File: config.mk
export PLATFORM = sky130hd
export DESIGN_NAME = pipeline_mem_lsu
export DESIGN_NICKNAME = d
export VERILOG_FILES = /design/src/rtl/pipeline_mem_lsu.sv
export SDC_FILE = /design/constraint.sdc
export NUM_CORES = 1
export LEC_CHECK = 0
export ABC_AREA = 1
export BUFFER_PORTS_ARGS = -buffer_cell sky130_fd_sc_hd__buf_2
export CAP_MARGIN = 0
export CORE_AREA = 2 2 184 186
export CTS_CLUSTER_DIAMETER = 40
export DETAILED_ROUTE_END_ITERATION = 8
export DIE_AREA = 0 0 186 188
export HOLD_SLACK_MARGIN = 0.08
export SETUP_SLACK_MARGIN = 0.15
export SYNTH_ARGS = -nofsm -noshare
export SYNTH_HDL_FRONTEND = slang
export SYNTH_SLANG_ARGS = --single-unit
File: constraint.sdc
create_clock -name clk -period 2.7 [get_ports clk]
set_clock_uncertainty 0.2 [all_clocks]
set_input_delay 0.405 -clock clk [delete_from_list [all_inputs] [get_ports clk]]
set_output_delay 0.405 -clock clk [all_outputs]
set_load 0.1 [all_outputs]
File: src/rtl/pipeline_mem_lsu.sv
// MEM stage with a req/gnt/rvalid data-memory bus master, stall generation,
// misaligned-access and bus-timeout traps, and the M pipeline registers.
module pipeline_mem_lsu #(
    parameter int          DMEM_AW       = 10,
    parameter int          TIMEOUT_CYC   = 16,
    parameter logic [31:0] RESET_PC_PLUS = 32'h0
) (
    input  logic               clk,
    input  logic               resetn,
    input  logic               valid_e_i,
    input  logic [3:0]         dmem_type_e_i,
    input  logic [31:0]        alu_calculation_e_i,
    input  logic [31:0]        rs2_e_i,
    input  logic [31:0]        alu_result_e_i,
    input  logic [31:0]        extended_imm_e_i,
    input  logic [31:0]        pc_plus_e_i,
    input  logic               reg_write_en_e_i,
    input  logic [4:0]         rd_idx_e_i,
    input  logic [3:0]         result_src_e_i,
    output logic               stall_o,
    output logic               dmem_req_o,
    output logic               dmem_we_o,
    output logic [DMEM_AW-1:0] dmem_addr_o,
    output logic [3:0]         dmem_be_o,
    output logic [31:0]        dmem_wdata_o,
    input  logic               dmem_gnt_i,
    input  logic               dmem_rvalid_i,
    input  logic [31:0]        dmem_rdata_i,
    output logic               valid_m_o,
    output logic [31:0]        mem_read_data_m_o,
    output logic [31:0]        alu_result_m_o,
    output logic [31:0]        extended_imm_m_o,
    output logic [31:0]        pc_plus_m_o,
    output logic               reg_write_en_m_o,
    output logic [4:0]         rd_idx_m_o,
    output logic [3:0]         result_src_m_o,
    output logic               misalign_m_o,
    output logic               fault_m_o,
    output logic [31:0]        trap_addr_m_o,
    output logic [31:0]        bypass_m_o
);

    localparam logic [3:0] DMEM_NO  = 4'd0;
    localparam logic [3:0] DMEM_LB  = 4'd1;
    localparam logic [3:0] DMEM_LH  = 4'd2;
    localparam logic [3:0] DMEM_LW  = 4'd3;
    localparam logic [3:0] DMEM_LBU = 4'd4;
    localparam logic [3:0] DMEM_LHU = 4'd5;
    localparam logic [3:0] DMEM_SB  = 4'd6;
    localparam logic [3:0] DMEM_SH  = 4'd7;
    localparam logic [3:0] DMEM_SW  = 4'd8;

    localparam int CNT_W = (TIMEOUT_CYC > 0) ? $clog2(TIMEOUT_CYC + 1) : 1;

    typedef enum logic [1:0] {IDLE, WAIT_GNT, WAIT_RVALID} state_t;

    state_t             state, state_next;
    logic [CNT_W-1:0]   cnt;
    logic [1:0]         off_q;
    logic [3:0]         type_q;
    logic               mem_op, is_store, misalign, access, timeout_hit;
    logic               req, stall, load_done, fault_now;
    logic [1:0]         off;

    function automatic logic [31:0] fmt_load(input logic [3:0] t, input logic [1:0] o,
                                             input logic [31:0] d);
        logic [7:0]  b;
        logic [15:0] h;
        b = d[{o, 3'b000} +: 8];
        h = o[1] ? d[31:16] : d[15:0];
        case (t)
            DMEM_LB:  fmt_load = {{24{b[7]}}, b};
            DMEM_LBU: fmt_load = {24'h0, b};
            DMEM_LH:  fmt_load = {{16{h[15]}}, h};
            DMEM_LHU: fmt_load = {16'h0, h};
            default:  fmt_load = d;
        endcase
    endfunction

    assign off      = alu_calculation_e_i[1:0];
    assign mem_op   = valid_e_i && (dmem_type_e_i != DMEM_NO);
    assign is_store = (dmem_type_e_i == DMEM_SB) || (dmem_type_e_i == DMEM_SH) ||
                      (dmem_type_e_i == DMEM_SW);
    assign misalign = mem_op &&
        (((dmem_type_e_i == DMEM_LW) || (dmem_type_e_i == DMEM_SW)) ? (off != 2'b00) :
         ((dmem_type_e_i == DMEM_LH) || (dmem_type_e_i == DMEM_LHU) ||
          (dmem_type_e_i == DMEM_SH)) ? off[0] : 1'b0);
    assign access      = mem_op && !misalign;
    // The counter holds completed wait cycles, so +1 includes the current one.
    assign timeout_hit = (TIMEOUT_CYC > 0) && (32'(cnt) + 32'd1 == 32'(TIMEOUT_CYC));

    always_comb begin
        // NOTE: every output gets a default first so no path can infer a latch.
        state_next = state;
        req        = 1'b0;
        stall      = 1'b0;
        load_done  = 1'b0;
        fault_now  = 1'b0;
        case (state)
            IDLE: if (access) begin
                req = 1'b1;
                if (!dmem_gnt_i) begin
                    stall      = 1'b1;
                    state_next = WAIT_GNT;
                end else if (!is_store) begin
                    stall      = 1'b1;
                    state_next = WAIT_RVALID;
                end
            end
            WAIT_GNT: if (timeout_hit) begin
                fault_now  = 1'b1;
                state_next = IDLE;
            end else begin
                req = 1'b1;
                if (!dmem_gnt_i)    stall = 1'b1;
                else if (is_store)  state_next = IDLE;
                else begin
                    stall      = 1'b1;
                    state_next = WAIT_RVALID;
                end
            end
            WAIT_RVALID: if (dmem_rvalid_i) begin
                load_done  = 1'b1;
                state_next = IDLE;
            end else if (timeout_hit) begin
                fault_now  = 1'b1;
                state_next = IDLE;
            end else begin
                stall = 1'b1;
            end
            default: state_next = IDLE;
        endcase
    end

    // NOTE: gating with resetn keeps req/stall low while reset is held, even if EXE still presents a mem op.
    assign dmem_req_o  = resetn && req;
    assign stall_o     = resetn && stall;
    assign dmem_we_o   = is_store;
    assign dmem_addr_o = alu_calculation_e_i[DMEM_AW+1:2];

    always_comb begin
        dmem_be_o    = 4'b1111;
        dmem_wdata_o = rs2_e_i;
        if (dmem_type_e_i == DMEM_SB) begin
            dmem_be_o    = 4'b0001 << off;
            dmem_wdata_o = {4{rs2_e_i[7:0]}};
        end else if (dmem_type_e_i == DMEM_SH) begin
            dmem_be_o    = off[1] ? 4'b1100 : 4'b0011;
            dmem_wdata_o = {2{rs2_e_i[15:0]}};
        end
    end

    always_ff @(posedge clk or negedge resetn) begin
        if (!resetn) begin
            state  <= IDLE;
            cnt    <= '0;
            off_q  <= 2'b00;
            type_q <= DMEM_NO;
        end else begin
            // NOTE: sequential state uses non-blocking assignments only.
            state <= state_next;
            if (state_next == IDLE)
                cnt <= '0;
            else if (state != IDLE && TIMEOUT_CYC > 0)
                cnt <= cnt + CNT_W'(1);
            if (req && dmem_gnt_i && !is_store) begin
                off_q  <= off;
                type_q <= dmem_type_e_i;
            end
        end
    end

    always_ff @(posedge clk or negedge resetn) begin
        if (!resetn) begin
            valid_m_o         <= 1'b0;
            mem_read_data_m_o <= 32'h0;
            alu_result_m_o    <= 32'h0;
            extended_imm_m_o  <= 32'h0;
            pc_plus_m_o       <= RESET_PC_PLUS;
            reg_write_en_m_o  <= 1'b0;
            rd_idx_m_o        <= 5'h0;
            result_src_m_o    <= 4'h0;
            misalign_m_o      <= 1'b0;
            fault_m_o         <= 1'b0;
            trap_addr_m_o     <= 32'h0;
        end else if (stall) begin
            valid_m_o        <= 1'b0;
            reg_write_en_m_o <= 1'b0;
            misalign_m_o     <= 1'b0;
            fault_m_o        <= 1'b0;
            trap_addr_m_o    <= 32'h0;
        end else begin
            valid_m_o        <= valid_e_i;
            alu_result_m_o   <= alu_result_e_i;
            extended_imm_m_o <= extended_imm_e_i;
            pc_plus_m_o      <= pc_plus_e_i;
            rd_idx_m_o       <= rd_idx_e_i;
            result_src_m_o   <= result_src_e_i;
            reg_write_en_m_o <= valid_e_i && reg_write_en_e_i && !misalign && !fault_now;
            misalign_m_o     <= misalign;
            fault_m_o        <= fault_now;
            trap_addr_m_o    <= (misalign || fault_now) ? alu_calculation_e_i : 32'h0;
            if (load_done)
                mem_read_data_m_o <= fmt_load(type_q, off_q, dmem_rdata_i);
        end
    end

    assign bypass_m_o = ({32{result_src_m_o[0]}} & alu_result_m_o)    |
                        ({32{result_src_m_o[1]}} & extended_imm_m_o)  |
                        ({32{result_src_m_o[2]}} & mem_read_data_m_o) |
                        ({32{result_src_m_o[3]}} & pc_plus_m_o);

endmodule

==> results of run 1 <==
## state kept, by name (all words and copies together), names as in the netlist, 2 cells and up
signal	cells
alu_result_m_o	32
trap_addr_m_o	32
mem_read_data_m_o	32
rd_idx_m_o	5
off_q	2
extended_imm_m_o	32
cnt	5
state	2
result_src_m_o	4
pc_plus_m_o	32
type_q	4
## final timing paths
check	start	to	slack (ps)	cells after the start
max	cnt[1]	stall_o	190	10
max in group asynchronous	resetn	trap_addr_m_o[11]	1110	3
max reg2reg	cnt[1]	reg_write_en_m_o	270	11
min in group asynchronous	resetn	pc_plus_m_o[1]	160	2
min	valid_e_i	valid_m_o	100	3
min reg2reg	rd_idx_m_o[3]	rd_idx_m_o[3]	270	2
## logic make-up after synthesis
| logic type | synth area share (%) |
|---|---|
| buffers and inverters | 12.3 |
| AND/OR/NAND/NOR | 20.0 |
| XOR/XNOR | 0.179 |
| flip-flops | 47.5 |
| adder cells (fa/ha/maj) | 0.639 |
| AO/OA/AOI/OAI | 19.0 |
| multiplexers | 0.307 |
## through the flow
| step | worst slack, ps | utilization, % |
|---|---|---|
| final | 192 | 47.2 |
| after CTS | 129 | 46.7 |
| after global placement | 274 | 40.1 |
| after detailed placement | 246 | 40.1 |
| after floorplan | -473 | - |
| after global routing | 95.6 | 47.2 |
## layout by cell type, fill, tap and decap left out, types with 33 or more instances in the layout
master / instances
o21ai_2: 100
buf_4: 51
buf_2: 404
o22ai_1: 33
dlygate4sd3_1: 143
nand2_1: 370
dfrtp_1: 181
buf_12: 38
inv_1: 154
nor2_1: 42
o21ai_0: 47
nand3_1: 49
## cells in the mapped netlist (all sizes together)
cell    number
nand2      381
dfrtp      186
o21ai      179
inv        161
buf         69
nand3       52
nor2        48
a21oi       46
o22ai       33
clkbuf      16
o211ai      16
nand4        7
ha           5
o221ai       4
mux2i        3
o21ba        3
or2          2
xor2         2
o21a         1
## layout make-up
cell class              count  area, µm²
fillers                  3158      17500
flip-flops and latches    186       4660
repair buffers            639       4650
multi-input cells         782       4520
inverters                 161        622
well taps                 448        561
clock buffers              20        467
clock inverters            11        114
diodes                     18       45.0
## worst max-delay path: cells and delay by family (launching register included)
kind | cells | cell delay [ps]
flip-flops | 1 | 400
buffers and inverters | 1 | 180
adder cells (fa/ha/maj) | 1 | 170
AND/OR/NAND/NOR | 8 | 700
## layer usage
metal,up-vias,GRT usage [%],wire length [µm]
met5,-,0,55
met4,8,10.2,1360
met3,80,6.37,2840
met2,427,38.5,19700
met1,4942,24.1,14800
li1,5046,-,-
## repair_timing
action / CTS / global route
hold buffers: 143 / 0
endpoints found under the setup margin: 33 / 26
resized for setup: 51 / 26
pin swaps: 3 / 1
endpoints found under the hold margin: 255 / 0
buffers inserted: 3 / 1
cloned: 0 / 1
==> impl_metrics.csv, run 1 <==
group,metric,value,unit
logic_synthesis,synth_top_area_share,47.5,%
place,dp_hpwl,28600,µm
place,port_buffers,464,
job,max_cap_violations,0,
timing,relSlewSlack,44.9,%
clock_tree,clk_latency,450,ps
timing,period_minus_slack,2510,ps
worst_setup_path,critPathKind,"register to output port",
logic_synthesis,ys_ff_latch,186,
worst_setup_path,cp.required,2100,ps
drt,finalWirelength,38700,µm
floorplan,die_w,186,µm
logic_synthesis,yosysWarnings,0,
final_layout,syn2layout_area_growth,59.7,%
drt,viasPerCell,4.64,
logic_synthesis,syn_avg_cell_area,8.06,µm²
timing,finalSetupTns,0,ps
timing,hold_slack,96.1,ps
final_layout,stdcell_count,2265,
logic_synthesis,yosysUniqueCellTypes,30,
timing,max_freq,399,MHz
place,dpl.cell_count,2068,
timing,rsz0062_at_grt,"yes",
floorplan,core_area,33100,µm²
final_layout,nets,2003,
worst_setup_path,cpMaxStageDelayCell,"dfrtp_1",
clock_tree,cts_tree,"yes",
worst_setup_path,crit_chain,"ha_4 -> nand3_1 -> nand2_1 -> nand2_2 -> nand3_4 -> nand2_2 -> nand3_4 -> nand2_8 -> nor2_4 -> buf_12",
drt,wl_per_cell,17.1,µm
drt,drt_iter0_drc,509,
worst_setup_path,path_max_fanout,6,
grt,antenna_found_initial,23,
worst_setup_path,worstPathArrival,1900,ps
min_path,min_path_type,"input pin to register",
grt,grt_max_degree,138,
timing,hold_viol,0,
worst_setup_path,crit_path_end_kind,"output port",
drt,drc,0,
logic_synthesis,yosysTopAreaCell,"dfrtp_1",
status,status,"finished clean",
grt,grt_pass1_vias,10900,
drt,vias,10500,
timing,post-route-period-util,92.9,%
floorplan,io_pins,465,
clock_tree,path_clk_slew,70,ps
grt,grt_usage,21.9,%
place,place_congestion,0.858,
drt,ant_nets,0,
grt,grt_overflow,0,
floorplan,num_rows,67,
logic_synthesis,synth_nets,1430,
clock_tree,clock-sinks,186,
logic_synthesis,synth_area,9790,µm²
logic_synthesis,synth_cells,1214,
grt,grt_pass1_wl,58600,µm
timing,setup_viol,0,
clock_tree,cts_max_path_buffers,2,
final_layout,drive_above_1_share,39.9,%
clock_tree,clockRootBuffer,"clkbuf_16",
drt,first_pass_iters,5,
place,placedInstanceArea,13300,µm²
floorplan,die_y,188,µm
timing,finalMaxSlewViolations,0,
floorplan,initial_core_util,29.6,%
worst_setup_path,crit_path_start_kind,"register",
final_layout,final_area,15600,µm²
floorplan,dieArea,35000,µm²
logic_synthesis,ys_seq_area_share,47.5,%
timing,max_slew.worst_pin.slew,826,ps
clock_tree,cts_made_buffers,17,
clock_tree,htreeDepth,4,
logic_synthesis,synth_area_leaders,"dfrtp_1, nand2_1, o21ai_2",
worst_setup_path,max_stage_delay,400,ps
Power of run 1 is not shown: default switching activity piles up to over one toggle a cycle in this logic, so the estimate is an artifact.
==> inputs of run 2 (changes only) <==
--- a/config.mk
+++ b/config.mk
@@ -8,11 +8,12 @@
 export ABC_AREA = 1
 export BUFFER_PORTS_ARGS = -buffer_cell sky130_fd_sc_hd__buf_2
 export CAP_MARGIN = 0
-export CORE_AREA = 2 2 184 186
+export CORE_AREA = 2 2 156 219
 export CTS_CLUSTER_DIAMETER = 40
 export DETAILED_ROUTE_END_ITERATION = 8
-export DIE_AREA = 0 0 186 188
+export DIE_AREA = 0 0 158 221
 export HOLD_SLACK_MARGIN = 0.08
+export RECOVER_POWER = 50
 export SETUP_SLACK_MARGIN = 0.15
 export SYNTH_ARGS = -nofsm -noshare
 export SYNTH_HDL_FRONTEND = slang
==> run 2 against run 1 <==
Effect of this change: die area is 0.14% lower; first-iteration DRC count up 15%; wire length is 1.8% higher; count of clock-buffer cells in the layout grew 1; utilization fell by 0.20 points; sequential share of layout area is 0.22 points higher; via count hardly changed; non-clock buffer count rose by 6; cell count decreased by 0.18%; largest cell class unchanged.
==> impl_metrics.csv, run 2 (synthesized netlist as in run 1, its figures left out) <==
group,metric,value,unit
drt,drt_iter0_drc,587,
floorplan,num_rows,79,
drt,viasPerCell,4.65,
grt,grt_pass1_wl,58300,µm
final_layout,layout_commonest_cell,"nand2_1",
clock_tree,cts_max_path_buffers,2,
clock_tree,path_clk_slew,70,ps
timing,relSlewSlack,14.2,%
timing,setup_ws,162,ps
clock_tree,htreeDepth,4,
worst_setup_path,critPathKind,"register to output port",
worst_setup_path,path_max_fanout,4,
clock_tree,clock-sinks,186,
job,max_cap_violations,0,
place,port_buffers,464,
grt,grt_pass1_vias,10700,
floorplan,die_w,158,µm
clock_tree,clockRootBuffer,"clkbuf_16",
place,place_congestion,0.912,
floorplan,die_y,221,µm
drt,first_pass_iters,5,
grt,grt.busiest_layer,"met2",
timing,max_freq,394,MHz
drt,drc,0,
timing,hold_viol,0,
min_path,min_path_type,"input pin to register",
grt,grtUsageMet3,5.80,%
final_layout,final_cell_mix,"nand2_1, buf_2, dfrtp_1, inv_1, dlygate4sd3_1",
final_layout,stdcell_count,2261,
grt,grt_util_met1,23.0,%
place,place_ws,244,ps
timing,setup_viol,0,
timing,max_slew.worst_pin.slew,1290,ps
grt,grt_usage,21.9,%
place,dpl.cell_count,2064,
final_layout,drive_above_1_share,33.4,%
worst_setup_path,cpMaxStageDelayCell,"dfrtp_1",
timing,finalSetupTns,0,ps
grt,grt_overflow,0,
worst_setup_path,max_stage_delay,390,ps
status,status,"finished clean",
final_layout,final_util,47.0,%
grt,grt_max_degree,136,
worst_setup_path,crit_path_end_kind,"output port",
drt,finalWirelength,39500,µm
grt,antenna_found_initial,20,
timing,rsz0062_at_grt,"yes",
worst_setup_path,crit_path_start_kind,"register",
clock_tree,clk_latency,440,ps
timing,finalMaxSlewViolations,0,
floorplan,core_area,33000,µm²
worst_setup_path,path_common_cell,"nand3_4",
drt,wl_per_cell,17.5,µm
floorplan,dieArea,34900,µm²
drt,vias,10500,
worst_setup_path,worstPathArrival,1930,ps
floorplan,io_pins,465,
worst_setup_path,cp.required,2100,ps
drt,ant_nets,0,
grt,grt_use_met2,39.8,%
floorplan,initial_core_util,29.7,%
final_layout,syn2layout_area_growth,58.6,%
final_layout,nets,2009,
clock_tree,cts_tree,"yes",
clock_tree,cts_made_buffers,17,
worst_setup_path,crit_chain,"ha_4 -> nand2_1 -> a21oi_1 -> nand3_4 -> nand2_2 -> nand3_4 -> nand2_8 -> nor2_4 -> buf_12",
timing,post-route-period-util,94.0,%
place,dp_hpwl,28600,µm
timing,period_minus_slack,2540,ps
-- run 2: cell types whose count changed in the layout (fill, tap and decap cells not counted), moves of 3 or more --
cell,before,now
clkbuf_4,0,5
a21oi_2,20,24
clkinv_4,4,0
buf_2,404,280
a21oi_1,26,22
clkbuf_1,0,125
diode_2,18,11
buf_4,51,45
clkinv_2,2,5
-- run 2: worst max-delay path, delay by kind of cell (launching register included) --
family | cells | cell delay, ps
adder cells (fa/ha/maj) | 1 | 180
AND/OR/NAND/NOR | 6 | 530
flip-flops | 1 | 390
buffers and inverters | 1 | 160
AO/OA/AOI/OAI | 1 | 230
-- run 2: through the flow --
step           cell area [µm²]  hold WS, ps
2_1_floorplan            10200        -90.6
3_5_place_dp             13300          106
4_1_cts                  15400         95.5
6_report                 15500          130
5_1_grt                  15500          134
3_3_place_gp             13300          106
-- run 2: final cells by class --
class                      instances  area, µm²
clock buffer                      21        480
multi-input combinational        782       4530
clock inverter                    10       67.6
antenna                           11       27.5
sequential                       186       4660
timing repair buffer             645       4580
fill                            3305      17500
inverter                         161        622
tap                              445        557
-- run 2: what timing repair did --
action | CTS | global route
endpoints found under the setup margin | 17 | 151
endpoints found under the hold margin | 194 | 0
hold buffers | 145 | 0
pin swaps | 3 | 4
cloned | 0 | 2
gates resized for setup | 22 | 73
setup buffers | 4 | 4
-- run 2: worst paths after layout --
| kind | depth (start not counted) | startpoint | slack (ps) | endpoint |
|---|---|---|---|---|
| worst max-delay path | 9 | cnt[0] | 160 | stall_o |
| worst min-delay path | 5 | dmem_rdata_i[27] | 130 | mem_read_data_m_o[27] |
| worst max register to register | 13 | cnt[0] | 270 | mem_read_data_m_o[14] |
| worst min register to register | 2 | rd_idx_m_o[1] | 270 | rd_idx_m_o[1] |
| max in group asynchronous | 3 | resetn | 500 | off_q[1] |
| min in group asynchronous | 2 | resetn | 200 | pc_plus_m_o[2] |
-- run 2: layer usage --
metal  up-vias  wire, µm
li1       5051         -
met5         -       122
met2       389     21000
met1      4958     14500
met4        18      1470
met3        89      2370
Power of run 2 is left out for the same reason.
